[src/rtl/fifo_2w_wr_arb_if.sv]
`default_nettype none
// ============================================================================
// Module      : fifo_2w_wr_arb_if
// Description : Bundle of the two producer lanes, the downstream occupancy
//               input and the two FIFO write ports of fifo_2w_wr_arb.
//               master = producer/FIFO side, slave = arbiter.
// Revision    : 1.0 - initial release
// ============================================================================
interface fifo_2w_wr_arb_if #(
    parameter int FIFO_WIDTH = 32,
    parameter int CNT_WIDTH  = 4
);
    logic                  in_val_0;
    logic [FIFO_WIDTH-1:0] in_data_0;
    logic                  in_rdy_0;
    logic                  in_val_1;
    logic [FIFO_WIDTH-1:0] in_data_1;
    logic                  in_rdy_1;
    logic [CNT_WIDTH-1:0]  size;
    logic                  w_val_0;
    logic [FIFO_WIDTH-1:0] w_data_0;
    logic                  w_val_1;
    logic [FIFO_WIDTH-1:0] w_data_1;

    modport master (
        output in_val_0, in_data_0, in_val_1, in_data_1, size,
        input  in_rdy_0, in_rdy_1, w_val_0, w_data_0, w_val_1, w_data_1
    );

    modport slave (
        input  in_val_0, in_data_0, in_val_1, in_data_1, size,
        output in_rdy_0, in_rdy_1, w_val_0, w_data_0, w_val_1, w_data_1
    );
endinterface
`default_nettype wire

[src/rtl/fifo_2w_wr_arb.sv]
`default_nettype none
// ============================================================================
// Module      : fifo_2w_wr_arb
// Description : Merges two valid/ready producer lanes into the two write
//               ports of the dual-write FIFO. Each lane has a 2-entry holding
//               buffer; writes are issued only when the FIFO's registered
//               occupancy guarantees acceptance. Round-robin between lanes.
// Options     : `define FIFO_2W_WR_ARB_STATS_EN adds stat_cnt_0/1 (entries
//               written per lane) and stat_stall (pending but no capacity).
// Revision    : 1.0 - initial release
// ============================================================================
module fifo_2w_wr_arb #(
    parameter int FIFO_WIDTH = 32,
    parameter int FIFO_DEPTH = 8,
    parameter int CNT_WIDTH  = $clog2(FIFO_DEPTH) + 1
) (
    input  wire logic          clk,
    input  wire logic          rst_n,
    fifo_2w_wr_arb_if.slave    arb_if
`ifdef FIFO_2W_WR_ARB_STATS_EN
    ,
    output logic [31:0]        stat_cnt_0,
    output logic [31:0]        stat_cnt_1,
    output logic [31:0]        stat_stall
`endif
);

    localparam logic [CNT_WIDTH-1:0] C_SIZE_ONE_FREE = CNT_WIDTH'(FIFO_DEPTH - 2);
    localparam logic [FIFO_WIDTH-1:0] C_IDLE_DATA    = '1;

    // Per-lane holding buffer state
    logic [FIFO_WIDTH-1:0] mem_q [2][2];
    logic [1:0]            cnt_q [2];
    logic [1:0]            rd_q;
    logic [1:0]            wr_q;
    logic                  rr_q;
    logic                  rr_d;

    logic [1:0]            pend;
    logic [1:0]            push;
    logic [1:0]            pop;
    logic [1:0]            cap;
    logic [FIFO_WIDTH-1:0] head [2];
    logic [FIFO_WIDTH-1:0] in_data [2];

    assign in_data[0] = arb_if.in_data_0;
    assign in_data[1] = arb_if.in_data_1;

    // Ready depends on registered count only, keeping size/w_val off this path
    assign arb_if.in_rdy_0 = (cnt_q[0] < 2'd2);
    assign arb_if.in_rdy_1 = (cnt_q[1] < 2'd2);
    assign push[0] = arb_if.in_val_0 & arb_if.in_rdy_0;
    assign push[1] = arb_if.in_val_1 & arb_if.in_rdy_1;

    assign pend[0] = (cnt_q[0] != 2'd0);
    assign pend[1] = (cnt_q[1] != 2'd0);
    assign head[0] = mem_q[0][rd_q[0]];
    assign head[1] = mem_q[1][rd_q[1]];

    // Guaranteed free slots from the FIFO's registered occupancy; a read in
    // the same cycle is deliberately not credited
    always_comb begin
        if (arb_if.size < C_SIZE_ONE_FREE)
            cap = 2'd2;
        else if (arb_if.size == C_SIZE_ONE_FREE)
            cap = 2'd1;
        else
            cap = 2'd0;
    end

    // Grant: rr_q names the first lane, which takes port 0 under contention
    always_comb begin
        arb_if.w_val_0  = 1'b0;
        arb_if.w_data_0 = C_IDLE_DATA;
        arb_if.w_val_1  = 1'b0;
        arb_if.w_data_1 = C_IDLE_DATA;
        pop             = 2'b00;
        rr_d            = rr_q;
        if (cap != 2'd0) begin
            if (pend == 2'b11) begin
                arb_if.w_val_0  = 1'b1;
                arb_if.w_data_0 = head[rr_q];
                pop[rr_q]       = 1'b1;
                rr_d            = ~rr_q;
                if (cap == 2'd2) begin
                    arb_if.w_val_1  = 1'b1;
                    arb_if.w_data_1 = head[~rr_q];
                    pop[~rr_q]      = 1'b1;
                end
            end else if (pend[0]) begin
                arb_if.w_val_0  = 1'b1;
                arb_if.w_data_0 = head[0];
                pop[0]          = 1'b1;
            end else if (pend[1]) begin
                arb_if.w_val_0  = 1'b1;
                arb_if.w_data_0 = head[1];
                pop[1]          = 1'b1;
            end
        end
    end

    // Lane buffers and round-robin pointer; reset discards buffered entries
    always_ff @(posedge clk) begin
        if (!rst_n) begin
            for (int l = 0; l < 2; l++) begin
                cnt_q[l] <= 2'd0;
                for (int e = 0; e < 2; e++)
                    mem_q[l][e] <= '0;
            end
            rd_q <= 2'b00;
            wr_q <= 2'b00;
            rr_q <= 1'b0;
        end else begin
            for (int l = 0; l < 2; l++) begin
                if (push[l]) begin
                    mem_q[l][wr_q[l]] <= in_data[l];
                    wr_q[l]           <= ~wr_q[l];
                end
                if (pop[l])
                    rd_q[l] <= ~rd_q[l];
                cnt_q[l] <= cnt_q[l] + {1'b0, push[l]} - {1'b0, pop[l]};
            end
            rr_q <= rr_d;
        end
    end

`ifdef FIFO_2W_WR_ARB_STATS_EN
    logic [31:0] stat_cnt_0_q;
    logic [31:0] stat_cnt_1_q;
    logic [31:0] stat_stall_q;

    // Free-running statistics, wrapping modulo 2^32
    always_ff @(posedge clk) begin
        if (!rst_n) begin
            stat_cnt_0_q <= '0;
            stat_cnt_1_q <= '0;
            stat_stall_q <= '0;
        end else begin
            stat_cnt_0_q <= stat_cnt_0_q + {31'd0, pop[0]};
            stat_cnt_1_q <= stat_cnt_1_q + {31'd0, pop[1]};
            if ((pend != 2'b00) && (cap == 2'd0))
                stat_stall_q <= stat_stall_q + 32'd1;
        end
    end

    assign stat_cnt_0 = stat_cnt_0_q;
    assign stat_cnt_1 = stat_cnt_1_q;
    assign stat_stall = stat_stall_q;
`endif

endmodule
`default_nettype wire

[src/flat_wrapper.sv]
// flat-port wrapper written by rule: the top's interface ports become plain ports
module fifo_2w_wr_arb_flat 
#(
    parameter int FIFO_WIDTH = 32,
    parameter int FIFO_DEPTH = 8,
    parameter int CNT_WIDTH  = $clog2(FIFO_DEPTH) + 1
)
  (clk, rst_n, arb_if_in_val_0, arb_if_in_data_0, arb_if_in_val_1, arb_if_in_data_1, arb_if_size, arb_if_in_rdy_0, arb_if_in_rdy_1, arb_if_w_val_0, arb_if_w_data_0, arb_if_w_val_1, arb_if_w_data_1);
  fifo_2w_wr_arb_if #(.FIFO_WIDTH(FIFO_WIDTH), .CNT_WIDTH(CNT_WIDTH)) arb_if_i ();
  input  wire logic clk;
  input  wire logic rst_n;
  input wire logic [$bits(arb_if_i.in_val_0)-1:0] arb_if_in_val_0;
  input wire logic [$bits(arb_if_i.in_data_0)-1:0] arb_if_in_data_0;
  input wire logic [$bits(arb_if_i.in_val_1)-1:0] arb_if_in_val_1;
  input wire logic [$bits(arb_if_i.in_data_1)-1:0] arb_if_in_data_1;
  input wire logic [$bits(arb_if_i.size)-1:0] arb_if_size;
  output wire logic [$bits(arb_if_i.in_rdy_0)-1:0] arb_if_in_rdy_0;
  output wire logic [$bits(arb_if_i.in_rdy_1)-1:0] arb_if_in_rdy_1;
  output wire logic [$bits(arb_if_i.w_val_0)-1:0] arb_if_w_val_0;
  output wire logic [$bits(arb_if_i.w_data_0)-1:0] arb_if_w_data_0;
  output wire logic [$bits(arb_if_i.w_val_1)-1:0] arb_if_w_val_1;
  output wire logic [$bits(arb_if_i.w_data_1)-1:0] arb_if_w_data_1;
  assign arb_if_i.in_val_0 = arb_if_in_val_0;
  assign arb_if_i.in_data_0 = arb_if_in_data_0;
  assign arb_if_i.in_val_1 = arb_if_in_val_1;
  assign arb_if_i.in_data_1 = arb_if_in_data_1;
  assign arb_if_i.size = arb_if_size;
  assign arb_if_in_rdy_0 = arb_if_i.in_rdy_0;
  assign arb_if_in_rdy_1 = arb_if_i.in_rdy_1;
  assign arb_if_w_val_0 = arb_if_i.w_val_0;
  assign arb_if_w_data_0 = arb_if_i.w_data_0;
  assign arb_if_w_val_1 = arb_if_i.w_val_1;
  assign arb_if_w_data_1 = arb_if_i.w_data_1;
  fifo_2w_wr_arb #(.FIFO_WIDTH(FIFO_WIDTH), .FIFO_DEPTH(FIFO_DEPTH), .CNT_WIDTH(CNT_WIDTH)) u_core (.clk(clk), .rst_n(rst_n), .arb_if(arb_if_i));
endmodule
[config.mk]
export PLATFORM = sky130hd
export DESIGN_NAME = fifo_2w_wr_arb_flat
export DESIGN_NICKNAME = d
export VERILOG_FILES = /design/src/rtl/fifo_2w_wr_arb_if.sv /design/src/rtl/fifo_2w_wr_arb.sv /design/src/flat_wrapper.sv
export SDC_FILE = /design/constraint.sdc
export NUM_CORES = 1
export LEC_CHECK = 0
export CAP_MARGIN = 20
export CORE_ASPECT_RATIO = 1.25
export CORE_MARGIN = 1.5
export CORE_UTILIZATION = 52
export DETAILED_ROUTE_END_ITERATION = 12
export PLACE_DENSITY_LB_ADDON = 0.1
export SLEW_MARGIN = 5
export SYNTH_ARGS = -nofsm -noshare
export SYNTH_HDL_FRONTEND = slang
export SYNTH_SLANG_ARGS = --single-unit
export TNS_END_PERCENT = 100
[constraint.sdc]
create_clock -name clk -period 5 [get_ports clk]
set_input_delay 1 -clock clk [delete_from_list [all_inputs] [get_ports clk]]
set_output_delay 1 -clock clk [all_outputs]
set_load 0.1 [all_outputs]
==> run_results.csv, run 1 <==
group,metric,value,unit
yosys,synth_top_area_share,54.3,%
clock_network,cts_tree,"done",
layout,multiInputGateArea,2860,µm²
flow_run,max_cap_violations,0,
clock_network,clk_latency,0.42,ns
sta,slew_headroom,25.6,%
yosys,avgSynthCellArea,12.1,µm²
yosys,yosysSeqAreaShare,56.9,%
sta,fmax,243,MHz
power,p_leak,0.00334,µW
routing,drt_iter0_markers,308,
power,peakVddDrop,0.000415,V
clock_network,clk_path_buf_depth,2,
clock_network,clk_pin_slew,0.06,ns
sta,finClkSkew,0.0128,ns
die,die_w,107,µm
yosys,synth_common_cells,"and2_1, edfxtp_1, mux2_2, nor3_1",
power,power_density,562,nW/µm²
die,core,13300,µm²
placement,dp_hpwl,11.5,mm
layout,fill_cells,1046,
yosys,ys.flop_type,"edfxtp_1",
hold_path,hp-class,"register to register",
routing,drcViolationCount,0,
routing,wirelength,18.0,mm
setup_path,worst-path-max-fanout,14,
setup_path,cp_data_required_time,4.00,ns
setup_path,endpoint_kind,"output pin",
yosys,synth_nets,662,
layout,nets,788,
clock_network,cts_made_buffers,17,
global_routing,track_usage,25.5,%
layout,drive_gt1_share,25.5,%
die,row_count,47,
global_routing,grt_pass1_wl,27.2,mm
sta,drv_slew,0,
setup_path,crit_path_start_kind,"primary input",
placement,gp_congestion,0.772,
status,status,"finished, final reports clean",
yosys,async_reset_ff_share,0,%
yosys,synth.distinct_cells,32,
yosys,yosysTopAreaCell,"edfxtp_1",
yosys,netlist_instances,586,
yosys,synth_area_leaders,"edfxtp_1, and2_1, mux2_2, mux2i_1, nor3_1",
placement,port_buffers,139,
global_routing,grt_start_max_net_pins,38,
routing,viasPerCell,5.67,
sta,setup_viol_count_final,0,
yosys,synth_most_common_cell,"and2_1",
yosys,yosysWarnings,0,
power,p_total,5070,µW
routing,ant_nets,0,
sta,post-route-period-util,82.4,%
clock_network,htree_levels,4,
die,die_h,133,µm
die,pin_count,140,
placement,place_area,8450,µm²
clock_network,postCtsSetupBuffers,0,
yosys,ys_seq_elements,137,
global_routing,antenna_found_initial,0,
setup_path,worstPathArrival,3.12,ns
routing,wl_per_cell,20.0,µm
clock_network,cts_root_buf,"clkbuf_16",
yosys,syn-cell-area,7080,µm²
die,start_util,53.2,%
clock_network,clock_sinks,137,
sta,hold_violations,0,
sta,rsz0062_at_grt,"false",
sta,fin_setup_tns,0,ns
layout,regArea,4030,µm²
setup_path,critical_path_class,"primary input to output pin",
clock_network,hold_buffers,0,
routing,vias,5080,
routing,firstDrtPassIters,5,
layout,fin_area,9020,µm²
die,die_area,14300,µm²
yosys,synth-edff-count,128,
clock_network,cts.repair.resized,0,
sta,worst_slew_pin_slew,1.12,ns
global_routing,gr-total-overflow,0,
layout,area_delta_synth_final,27.4,%
sta,layout_min_cycle_time,4.12,ns
global_routing,grt_pass1_vias,5084,
layout,antenna_cells,0,
==> critical path, stage by stage <==
cell	delay, ns
clkdlybuf4s50_1	0.54
a2111oi_4	0.91
buf_4	0.34
nand2_1	0.09
buf_4	0.24
==> placed cells by master, fill, tap and decap left out, drive strengths merged, types with 3 or more instances in the layout <==
cell type      count
and2             134
buf               78
clkbuf            18
clkdlybuf4s50     73
clkinv             7
clkinvlp           3
dfxtp              9
edfxtp           128
ha                 4
inv               12
mux2              64
mux2i             34
nand2             34
nand2b             4
nor3              64
o21ai             34
xnor2              4
==> through the flow <==
| stage | utilization (%) | setup slack (ns) | hold slack [ns] | std cells |
|---|---|---|---|---|
| 2_1_floorplan | - | 0.832 | 0.578 | 586 |
| 3_3_place_gp | 63.3 | 0.973 | 0.633 | 861 |
| 3_5_place_dp | 63.6 | 0.892 | 0.636 | 862 |
| 4_1_cts | 67.5 | 0.893 | 0.660 | 894 |
| 5_1_grt | 67.8 | 0.788 | 0.721 | 896 |
| 6_report | 67.8 | 0.878 | 0.665 | 896 |
==> routing by layer <==
layer  up-vias  track usage [%]  wire, µm
met5         -                0         0
met4         0             8.99       293
met3        21             5.28       975
met2       202             46.0      9650
met1      2508             29.8      7030
li1       2349                -         -
==> layout make-up <==
cell class | instances | share of cell area [%]
Multi-Input combinational cell | 397 | 31.7
Sequential cell | 137 | 44.7
Clock buffer | 18 | 4.76
Clock inverter | 14 | 1.10
Timing Repair Buffer | 151 | 15.1
Inverter | 8 | 0.333
Tap cell | 171 | 2.37
==> cells by family after synthesis <==
group / count (synthesis) / share of synthesized area (%)
xor+xnor: 6 / 0.743
compound gates: 44 / 3.87
simple gates: 245 / 19.4
fa+ha+maj: 4 / 0.707
buf+inv: 52 / 3.41
flops: 137 / 56.9
mux: 98 / 15.0
==> registers in the layout, indices dropped and copies added, names as in the netlist <==
name / cells
u_core.cnt_q: 4
u_core.mem_q: 128
u_core.rd_q: 2
u_core.rr_q: 1
u_core.wr_q: 2
==> path summary, 6_finish.rpt <==
kind | startpoint | endpoint | slack [ns] | cells after the start
hold / removal | u_core.wr_q[1] | u_core.wr_q[1] | 0.66 | 2
hold reg to reg | u_core.wr_q[1] | u_core.wr_q[1] | 0.66 | 2
setup reg to reg | u_core.rr_q | u_core.cnt_q[0][3] | 1.98 | 9
setup / recovery | arb_if_size[2] | arb_if_w_data_1[0] | 0.88 | 5
==> power by group <==
part	internal, µW	switching, µW	leakage, µW	total (µW)
sequential	1460	123	0.00143	1590
clock	634	489	0.000255	1120
combinational	674	1680	0.00166	2360
total	2770	2300	0.00334	5070
Note: power is estimated with default switching activity, not from simulation.
==> run 2: changes to the inputs <==
CORE_UTILIZATION = 47   (was 52)
clock period = 3.7 ns   (was 5 ns; I/O delays follow)
==> run 2 against run 1 <==
Total power increased by 51%. Flip-flop and latch count unchanged. Via count decreased by 0.47%. Clock-buffer cell count unchanged. Die area increased by 10%. Final cell count increased by 1.1%. Core utilization increased by 0.77 points. Clock skew decreased by 0.0048 ns. Worst setup slack got worse by 0.31 ns.
==> run_results.csv, run 2 (same netlist as run 1, synthesis figures left out) <==
group,metric,value,unit
status,status,"finished, final reports clean",
die,pin_count,140,
sta,slew_headroom,30.5,%
routing,wl_met3,941,µm
routing,wirelength,18.6,mm
routing,drcViolationCount,0,
die,die_h,140,µm
layout,max_flop_register,"u_core.mem_q",
clock_network,postCtsSetupBuffers,0,
hold_path,hp-class,"register to register",
layout,largest_register_ffs,128,
clock_network,cts_root_buf,"clkbuf_16",
setup_path,worstPathArrival,2.39,ns
clock_network,htree_levels,4,
routing,m1WireLength,7.33,mm
layout,layout_common_cells,"and2_1, edfxtp_1, clkdlybuf4s50_1",
setup_path,crit_path_start_kind,"primary input",
routing,route.met2.wl,9.96,mm
sta,fin_setup_tns,0,ns
global_routing,grt_start_max_net_pins,38,
die,die_area,15800,µm²
sta,layout_min_cycle_time,3.13,ns
setup_path,r2r-start,"u_core.cnt_q[0][1]",
clock_network,clk_pin_slew,0.06,ns
hold_path,hold_path_depth,2,
sta,post-route-period-util,84.7,%
setup_path,endpoint_kind,"output pin",
flow_run,max_cap_violations,0,
sta,fmax,319,MHz
sta,hold_violations,0,
hold_path,hold_path.startpoint,"u_core.wr_q[0]",
clock_network,cts_made_buffers,17,
setup_path,r2r_end,"u_core.cnt_q[0][3]",
setup_path,r2r_slack,1.16,ns
global_routing,gr-total-overflow,0,
routing,vias,5056,
die,core,14500,µm²
clock_network,cts.repair.resized,0,
setup_path,cp_data_required_time,2.96,ns
global_routing,grt_pass1_vias,5298,
layout,fin_util,68.6,%
layout,fin_area,9970,µm²
routing,drt_iter0_markers,327,
clock_network,clk_latency,0.42,ns
layout,nets,791,
power,power_density,766,nW/µm²
sta,drv_slew,0,
sta,worst_slew_pin_slew,1.04,ns
layout,final_common_cell,"and2_1",
setup_path,worst-path-max-fanout,21,
setup_path,slowest_delay,0.55,ns
die,die_w,113,µm
routing,highest_layer,"met4",
global_routing,antenna_found_initial,0,
layout,fill_cells,1064,
setup_path,critical_path_class,"primary input to output pin",
layout,antenna_cells,0,
die,row_count,49,
power,p_leak,0.00379,µW
global_routing,grt_pass1_wl,28.9,mm
setup_path,path_cells,"clkdlybuf4s50_1 -> a2111oi_4 -> buf_4 -> nand2_1 -> buf_12",
placement,dp_hpwl,12.0,mm
routing,viasPerCell,5.58,
setup_path,cp_top_family,"buffers and inverters",
placement,gp_congestion,0.812,
die,start_util,48.7,%
global_routing,track_usage,24.2,%
clock_network,clock_sinks,137,
routing,ant_nets,0,
sta,finClkSkew,0.00796,ns
layout,reg_top3,"u_core.mem_q (128), u_core.cnt_q (4)",
setup_path,cp.buffers_inverters,3,
power,peakVddDrop,0.000542,V
placement,place_area,9340,µm²
placement,port_buffers,139,
routing,firstDrtPassIters,4,
clock_network,hold_buffers,0,
setup_path,cp_slowest_cell,"clkdlybuf4s50_1",
routing,wl_per_cell,20.5,µm
clock_network,cts_tree,"done",
clock_network,clk_path_buf_depth,2,
sta,rsz0062_at_grt,"false",
sta,setup_viol_count_final,0,
layout,drive_gt1_share,26.0,%
hold_path,min_to,"u_core.wr_q[0]",
setup_path,r2r_cells,8,
layout,area_delta_synth_final,40.9,%
[run 2: changes by cell type in the layout (fill, tap and decap cells not counted), moves of 2 or more]
cell	delta
buf_12	+70
buf_4	-65
bufinv_16	+3
clkinv_2	-2
o21ai_0	-32
o21ai_1	+32
[run 2: worst max-delay path by stage]
stage / start / to / slack, ns / cells past startpoint
6_report: arb_if_size[2] / arb_if_w_data_1[19] / 0.57 / 5
5_1_grt: u_core.rd_q[1] / arb_if_w_data_0[27] / 0.46 / 4
4_1_cts: arb_if_size[2] / arb_if_w_data_1[19] / 0.56 / 5
3_5_place_dp: arb_if_size[2] / arb_if_w_data_1[19] / 0.56 / 5
3_3_place_gp: arb_if_size[2] / arb_if_w_data_1[19] / 0.63 / 5
2_1_floorplan: arb_if_size[2] / arb_if_w_val_0 / 0.48 / 2
[run 2: final cells by class]
class	instances	area, µm²	area share [%]
sequential	137	4030	40.4
inverter	8	30.0	0.301
tap	178	223	2.23
multi-input combinational	397	2860	28.6
clock buffer	18	429	4.30
timing repair buffer	154	2230	22.4
clock inverter	14	171	1.72
[run 2: routing by layer]
layer,GRT usage [%],vias up
li1,-,2349
met1,28.7,2507
met2,43.9,177
met3,3.50,23
met4,9.73,0
met5,0,-
[run 2: tightest hold or removal path: cells and delay by family, from the launching register on]
kind	cells	cell delay [ns]
flip-flops	1	0.36
XOR/XNOR	1	0.16
AND/OR/NAND/NOR	1	0.12
[run 2: metrics by stage]
stage          total power, µW  setup slack (ns)  instances  hold slack (ns)
2_1_floorplan             4620             0.484        586            0.581
3_3_place_gp              5880             0.633        873            0.631
3_5_place_dp              5930             0.560        873            0.642
4_1_cts                   7670             0.556        905            0.662
5_1_grt                   7910             0.465        906            0.692
6_report                  7640             0.566        906            0.668
[run 2: report_power, final]
group,internal [µW],leakage [µW],switching (µW)
clock network,1060,0.000289,669
registers,1980,0.00143,181
logic,1360,0.00208,2390
total,4400,0.00379,3240
